`src/rtl/otp_frame_serializer.sv`:
```
// otp_frame_serializer: buffers {pad index, ciphertext byte} pairs and sends each as a UART-style frame on tx.
// Optional even-parity bit after the data bits is enabled by defining OTP_SER_PARITY_EN.
module otp_frame_serializer #(
    parameter int FIFO_DEPTH   = 4,
    parameter int CLKS_PER_BIT = 4
) (
    input  logic                          clk,
    input  logic                          rst_n,
    input  logic                          in_valid,
    input  logic [7:0]                    in_data,
    input  logic [2:0]                    in_index,
    output logic                          in_ready,
    output logic                          tx,
    output logic                          busy,
    output logic [$clog2(FIFO_DEPTH):0]   fifo_count,
    output logic                          overflow
);
    localparam int AW  = $clog2(FIFO_DEPTH);
    localparam int CW  = AW + 1;
    localparam int CCW = (CLKS_PER_BIT > 1) ? $clog2(CLKS_PER_BIT) : 1;

`ifdef OTP_SER_PARITY_EN
    typedef enum logic [2:0] {IDLE, START, INDEX, DATA, PARITY, STOP} state_t;
    logic parity;
`else
    typedef enum logic [2:0] {IDLE, START, INDEX, DATA, STOP} state_t;
`endif

    state_t          state;
    logic [10:0]     mem [FIFO_DEPTH];
    logic [AW-1:0]   wr_ptr;
    logic [AW-1:0]   rd_ptr;
    logic [CW-1:0]   count;
    logic [10:0]     sr;
    logic [10:0]     head;
    logic [CCW-1:0]  clk_cnt;
    logic [2:0]      bit_cnt;
    logic            full;
    logic            empty;
    logic            push;
    logic            pop;
    logic            bit_end;

    // Entries are stored {data, index} so the index bits shift out first.
    assign head       = mem[rd_ptr];
    assign full       = count == CW'(FIFO_DEPTH);
    assign empty      = count == '0;
    assign in_ready   = !full;
    assign push       = in_valid && !full;
    assign bit_end    = clk_cnt == CCW'(CLKS_PER_BIT - 1);
    assign pop        = !empty && (state == IDLE || (state == STOP && bit_end));
    assign fifo_count = count;

    always_ff @(posedge clk) begin
        if (push) mem[wr_ptr] <= {in_data, in_index};
    end

    always_ff @(posedge clk) begin
        if (!rst_n) begin
            wr_ptr   <= '0;
            rd_ptr   <= '0;
            count    <= '0;
            overflow <= 1'b0;
        end else begin
            if (push) wr_ptr <= wr_ptr + AW'(1);
            if (pop) rd_ptr <= rd_ptr + AW'(1);
            count <= (push && !pop) ? count + CW'(1) : (!push && pop) ? count - CW'(1) : count;
            if (in_valid && full) overflow <= 1'b1;
        end
    end

    always_ff @(posedge clk) begin
        if (!rst_n) begin
            state   <= IDLE;
            tx      <= 1'b1;
            busy    <= 1'b0;
            clk_cnt <= '0;
            bit_cnt <= '0;
            sr      <= '0;
`ifdef OTP_SER_PARITY_EN
            parity  <= 1'b0;
`endif
        end else if (state == IDLE) begin
            if (pop) begin
                sr      <= head;
                tx      <= 1'b0;
                busy    <= 1'b1;
                state   <= START;
                clk_cnt <= '0;
`ifdef OTP_SER_PARITY_EN
                parity  <= ^head;
`endif
            end
        end else if (!bit_end) begin
            clk_cnt <= clk_cnt + CCW'(1);
        end else begin
            clk_cnt <= '0;
            case (state)
                START: begin
                    tx      <= sr[0];
                    sr      <= {1'b0, sr[10:1]};
                    bit_cnt <= '0;
                    state   <= INDEX;
                end
                INDEX: begin
                    tx      <= sr[0];
                    sr      <= {1'b0, sr[10:1]};
                    bit_cnt <= (bit_cnt == 3'd2) ? 3'd0 : bit_cnt + 3'd1;
                    if (bit_cnt == 3'd2) state <= DATA;
                end
                DATA: begin
                    if (bit_cnt == 3'd7) begin
`ifdef OTP_SER_PARITY_EN
                        tx    <= parity;
                        state <= PARITY;
`else
                        tx    <= 1'b1;
                        state <= STOP;
`endif
                    end else begin
                        tx      <= sr[0];
                        sr      <= {1'b0, sr[10:1]};
                        bit_cnt <= bit_cnt + 3'd1;
                    end
                end
`ifdef OTP_SER_PARITY_EN
                PARITY: begin
                    tx    <= 1'b1;
                    state <= STOP;
                end
`endif
                STOP: begin
                    // Back-to-back frames: the next start bit follows the stop bit directly.
                    if (pop) begin
                        sr    <= head;
                        tx    <= 1'b0;
                        state <= START;
`ifdef OTP_SER_PARITY_EN
                        parity <= ^head;
`endif
                    end else begin
                        tx    <= 1'b1;
                        busy  <= 1'b0;
                        state <= IDLE;
                    end
                end
                default: begin
                    tx    <= 1'b1;
                    busy  <= 1'b0;
                    state <= IDLE;
                end
            endcase
        end
    end
endmodule
```
`config.mk`:
```
export PLATFORM = sky130hd
export DESIGN_NAME = otp_frame_serializer
export DESIGN_NICKNAME = d
export VERILOG_FILES = /design/src/rtl/otp_frame_serializer.sv
export SDC_FILE = /design/constraint.sdc
export NUM_CORES = 1
export LEC_CHECK = 0
export ABC_AREA = 0
export CAP_MARGIN = 20
export CORE_MARGIN = 3
export CORE_UTILIZATION = 55
export DETAILED_ROUTE_END_ITERATION = 7
export GPL_ROUTABILITY_DRIVEN = 0
export PLACE_DENSITY = 0.84
export SLEW_MARGIN = 20
export SYNTH_ARGS = -nofsm -noshare
export SYNTH_HDL_FRONTEND = slang
export SYNTH_SLANG_ARGS = --single-unit
```
`constraint.sdc`:
```
create_clock -name clk -period 4.2 [get_ports clk]
set_clock_uncertainty 0.15 [all_clocks]
set_input_delay 0.42 -clock clk [delete_from_list [all_inputs] [get_ports clk]]
set_output_delay 0.42 -clock clk [all_outputs]
set_load 0.05 [all_outputs]
```
# [After elaboration in Yosys (flattened, before gate mapping)]
# Memory sizes are Yosys's and may differ from the RTL's. A register that Yosys moved wholly into a read port is not among the register bits.
# Index checks and enable logic that the tools add are counted.
[op_classes] reduce_logical=24 shift=0 bitwise_logic=1 order_cmp=0 div=0 addsub=6 n_eq_ne=15 n_mux=35 multipliers=0
[op_table] op="11-bit 2-to-1 mux" n=4
[op_table] op="11-bit case mux with 3 select lines" n=1
[op_table] op="3-bit 2-to-1 mux" n=9
[op_table] op="1-bit 2-to-1 mux" n=12
[op_table] op="3-bit case mux with 4 select lines" n=1
[op_table] op="4-bit AND reduction" n=3
[op_table] op="2-bit 2-to-1 mux" n=5
[op_table] op="3-bit by 2-bit == test with 1-bit output, second input constant" n=3
[op_table] op="3-bit == test, second input constant" n=3
[op_table] op="3-bit != test, second input constant" n=3
[op_table] op="3-bit case mux with 3 select lines" n=1
[op_table] op="2-bit by 1-bit adder with 2-bit output, second input constant" n=3
[op_table] op="3-bit by 1-bit adder with 3-bit output, second input constant" n=2
[op_table] op="1-bit logical AND" n=6
[op_table] op="3-bit zero test" n=2
[op_table] op="1-bit zero test" n=4
[op_table] op="2-bit != test, second input constant" n=2
[op_table] op="2-bit nonzero test" n=2
[op_table] op="4-bit nonzero test" n=1
[op_table] op="3-bit by 1-bit == test with 1-bit output, second input constant" n=1
[op_table] op="3-bit by 2-bit != test with 1-bit output, second input constant" n=1
[op_table] op="1-bit case mux with 3 select lines" n=1
[op_table] op="3-bit AND reduction" n=1
[op_table] op="3-bit nonzero test" n=1
[op_table] op="other kinds (9)" n=9
[totals] inputBits=14 mem_bits_ro=0 n_memories=1 ff_bits=29 mem_bits_rw=44 latchBits=0
[memory_table] memory="mem" depth=4 word_bits=11 rd=1 rd_ports_with_merged_regs=1 write_ports=1 line="30" text="logic [10:0] mem [FIFO_DEPTH];"

# [Longest topological paths before layout]
[logic_depth] depth_word=8 depth_mapped=12 depth_no_buf=10

# [Least setup slack after synthesis]
# Ideal clock, no wire load.
[synth_path] path_kind="register to register" startpoint="reg count[0] (netlist: fifo_count[0])" endpoint="reg count[2] (netlist: fifo_count[2])" setup_time_ns=0.071 t_arrival_ns=2.503 period_less_slack_ns=2.724 stages_incl_launch_ff=11 path_slack_ns=1.476 cell_sequence="dfxtp_1 -> nor3_1 -> nor3_4 -> inv_2 -> buf_2 -> ha_1 -> inv_1 -> fa_1 -> xor2_1 -> or3_1 -> a21oi_1"
[synth_via] elab_chain_len=6 word_cells_on_any_way=15
[synth_lines] item="start, declared" line="33" text="logic [CW-1:0] count;"
[synth_lines] item="start signal, assigned" line="67" text="count <= (push && !pop) ? count + CW'(1) : (!push && pop) ? count - CW'(1) : count;"
[synth_lines] item="parallel branches: the longest is 6 deep, another holds 3-bit by 1-bit subtractor with 3-bit output"
# Parallel ways; which one is timed is not known. The select of a mux whose other input is x is not followed.
# A chain may end at the register's enable or synchronous reset.

# [Worst setup path in the final report]
[layout_path] startpoint="reg count[2] (netlist: fifo_count[2])" endpoint="reg count[2] (netlist: fifo_count[2])"
# The elaborated chain is that of the path after synthesis.

==> run summary <==
Area Growth Syn to Fin -> 13.9%
I/O pin cnt -> 21
CP max FO -> 14
Residual DRC -> 0
Setup TNS -> 0 ns
Worst EP required -> 4.32 ns
Iter 0 DRT Violations -> 111
Post-synth top cells -> edfxtp_1, dfxtp_1, nor2_1, nor3_1
global-route usage over all layers -> 0.180
P per Cell Area -> 668 nW/µm²
TritonCTS clock tree -> built
fin crit period -> 2.76 ns
CTS buffer count -> 9
status -> complete, no violations
crit path kind -> register to register
max-slew violation count -> 0
Initial Utilization -> 0.583
DRT Wirelength -> 5130 µm
routed vias -> 1,799
worst hold-check path type -> register to register
row count -> 26
top post-synthesis cells by area -> edfxtp_1, dfxtp_1, mux4_2
Max-Cap Viols -> 0
Rel. slew slack -> 0.493
leak pwr -> 1.22 nW
total grt overflow -> 0
CTS Hold Bufs -> 0
average size of a mapped cell -> 13.5 µm²
total core area -> 5240 µm²
syn nets -> 250
Synth area leader -> edfxtp_1
Yosys cell types -> 35
FF-to-FF setup slack -> 1.44 ns
final setup fails -> 0
buffers from clock root to sink, at most -> 2
n_diodes -> 0
Design Area, Final -> 3480 µm²
cell count after synthesis -> 226
fin cells -> 318
die height -> 80.5 µm
Final Hold Fails -> 0
register area share after synthesis -> 0.636
period utilisation layout -> 0.657
DR WL/cell -> 16.1 µm
critical path arrival -> 2.88 ns
post-route ant nets -> 0
IO Port Bufs -> 20
Setup Fix Bufs, Post-CTS -> 0
Yosys reg bits -> 75
most numerous cell in the Yosys netlist -> edfxtp_1
Post-Route Utilization -> 0.664
f_max -> 363 MHz
global-route wire length before repair -> 8540 µm
share of cells above drive strength 1 -> 0.113
CTS Sinks -> 75
antenna violations before repair -> 0
RSZ-0062 raised after global routing -> no
Worst-Skew Late Latency -> 0.34 ns
Filler Cell Count -> 379
crit path capture type -> register
prevailing post-synth register cell -> edfxtp_1
Area after DPL -> 3270 µm²
# H-tree levels -> 3
vias in the first global route -> 1,768
Peak VDD IR -> 0.336 mV
Cells after DPL -> 302
Worst Setup Start Kind -> register
Worst-Margin Slew -> 0.760 ns
Die W -> 80.5 µm
largest net degree at the start of global routing -> 18
# nets final -> 267
synthesized area -> 3050 µm²
drt first pass iters -> 5
warning count from the yosys run -> 0
Post-synth ARST share -> 0
Vias/cell -> 5.66
CTS root buffer -> clkbuf_8
Worst-path clk slew -> 0.08 ns
DPL Wire Length -> 3290 µm
Yosys top cell area share -> 0.433
number of cells upsized or downsized after cts -> 0
EDFF count, synth -> 44
DIE AREA -> 6480 µm²
through the flow:
stage               setup slack, ns  hold slack, ns  total power [mW]
global placement               1.39           0.301              1.73
finish                         1.44           0.317              2.32
global route                   1.28           0.346              2.46
CTS                            1.44           0.318              2.34
detailed placement             1.33           0.306              1.77
floorplan                      1.48           0.290              1.61
state kept, by name (all words and copies together) (netlist names), named ones only:
signal	cells
mem	44
sr	11
bit_cnt	3
fifo_count	3
state	3
clk_cnt	2
rd_ptr	2
wr_ptr	2
busy	1
overflow	1
tx	1
layout make-up:
class | instances | area (µm²) | share of cell area
sequential | 75 | 1940 | 0.558
inverter | 7 | 26.3 | 0.00756
tap | 70 | 87.6 | 0.0252
clock inverter | 7 | 82.6 | 0.0237
timing repair buffer | 20 | 200 | 0.0576
multi-input combinational | 130 | 1010 | 0.292
clock buffer | 9 | 124 | 0.0356
cells by family after synthesis:
logic type / synth area share
AOI/OAI and AO/OA: 0.0738
adders and majority gates: 0.0435
DFF: 0.636
xor gates and xnor gates: 0.0144
and+or+nand+nor: 0.103
buffers and inverters: 0.0312
muxes: 0.0976
worst max-delay path, stage by stage, from the launching register on:
cell and delay [ns]:
dfxtp_1 0.38, nor3_1 0.47, nor3_4 0.19, inv_2 0.23, ha_1 0.22, inv_1 0.06
fa_1 0.37, xor2_1 0.16, or3_1 0.31, a21oi_1 0.14
per-layer routing:
metal	GRT usage	part of all wire	vias up	wire length, µm
met5	0	0	-	0
met4	0.0659	0.016	0	82
met3	0.0561	0.038	8	197
met2	0.291	0.49	41	2520
met1	0.228	0.45	877	2320
li1	-	-	873	-
power breakdown:
part | total [mW] | leakage, nW | switching (mW) | internal, mW
Combinational | 0.695 | 0.456 | 0.385 | 0.310
Clock | 0.578 | 0.108 | 0.251 | 0.327
Sequential | 1.05 | 0.658 | 0.125 | 0.925
layout by cell type, fill, tap and decap left out, drive strengths merged, types with 3 or more instances in the layout:
cell type / count
clkbuf: 9
dfxtp: 31
edfxtp: 44
mux4: 11
nand2: 10
or3: 3
inv: 7
ha: 9
o21ai: 7
nor2: 21
a21oi: 11
nor3: 15
nand3: 6
clkinv: 5
mux2i: 5
o221ai: 9
and2: 4
xor2: 3
clkdlybuf4s50: 20
final timing paths:
check,start,endpoint,cells past startpoint
worst max-delay path,fifo_count[2]$_SDFFE_PN0P_,fifo_count[2]$_SDFFE_PN0P_,9
worst min-delay path,clk_cnt[1]$_SDFFE_PN0P_,clk_cnt[1]$_SDFFE_PN0P_,2
worst max register to register,fifo_count[2]$_SDFFE_PN0P_,fifo_count[2]$_SDFFE_PN0P_,9
worst min register to register,clk_cnt[1]$_SDFFE_PN0P_,clk_cnt[1]$_SDFFE_PN0P_,2
Note: power is estimated with default switching activity, not from simulation.
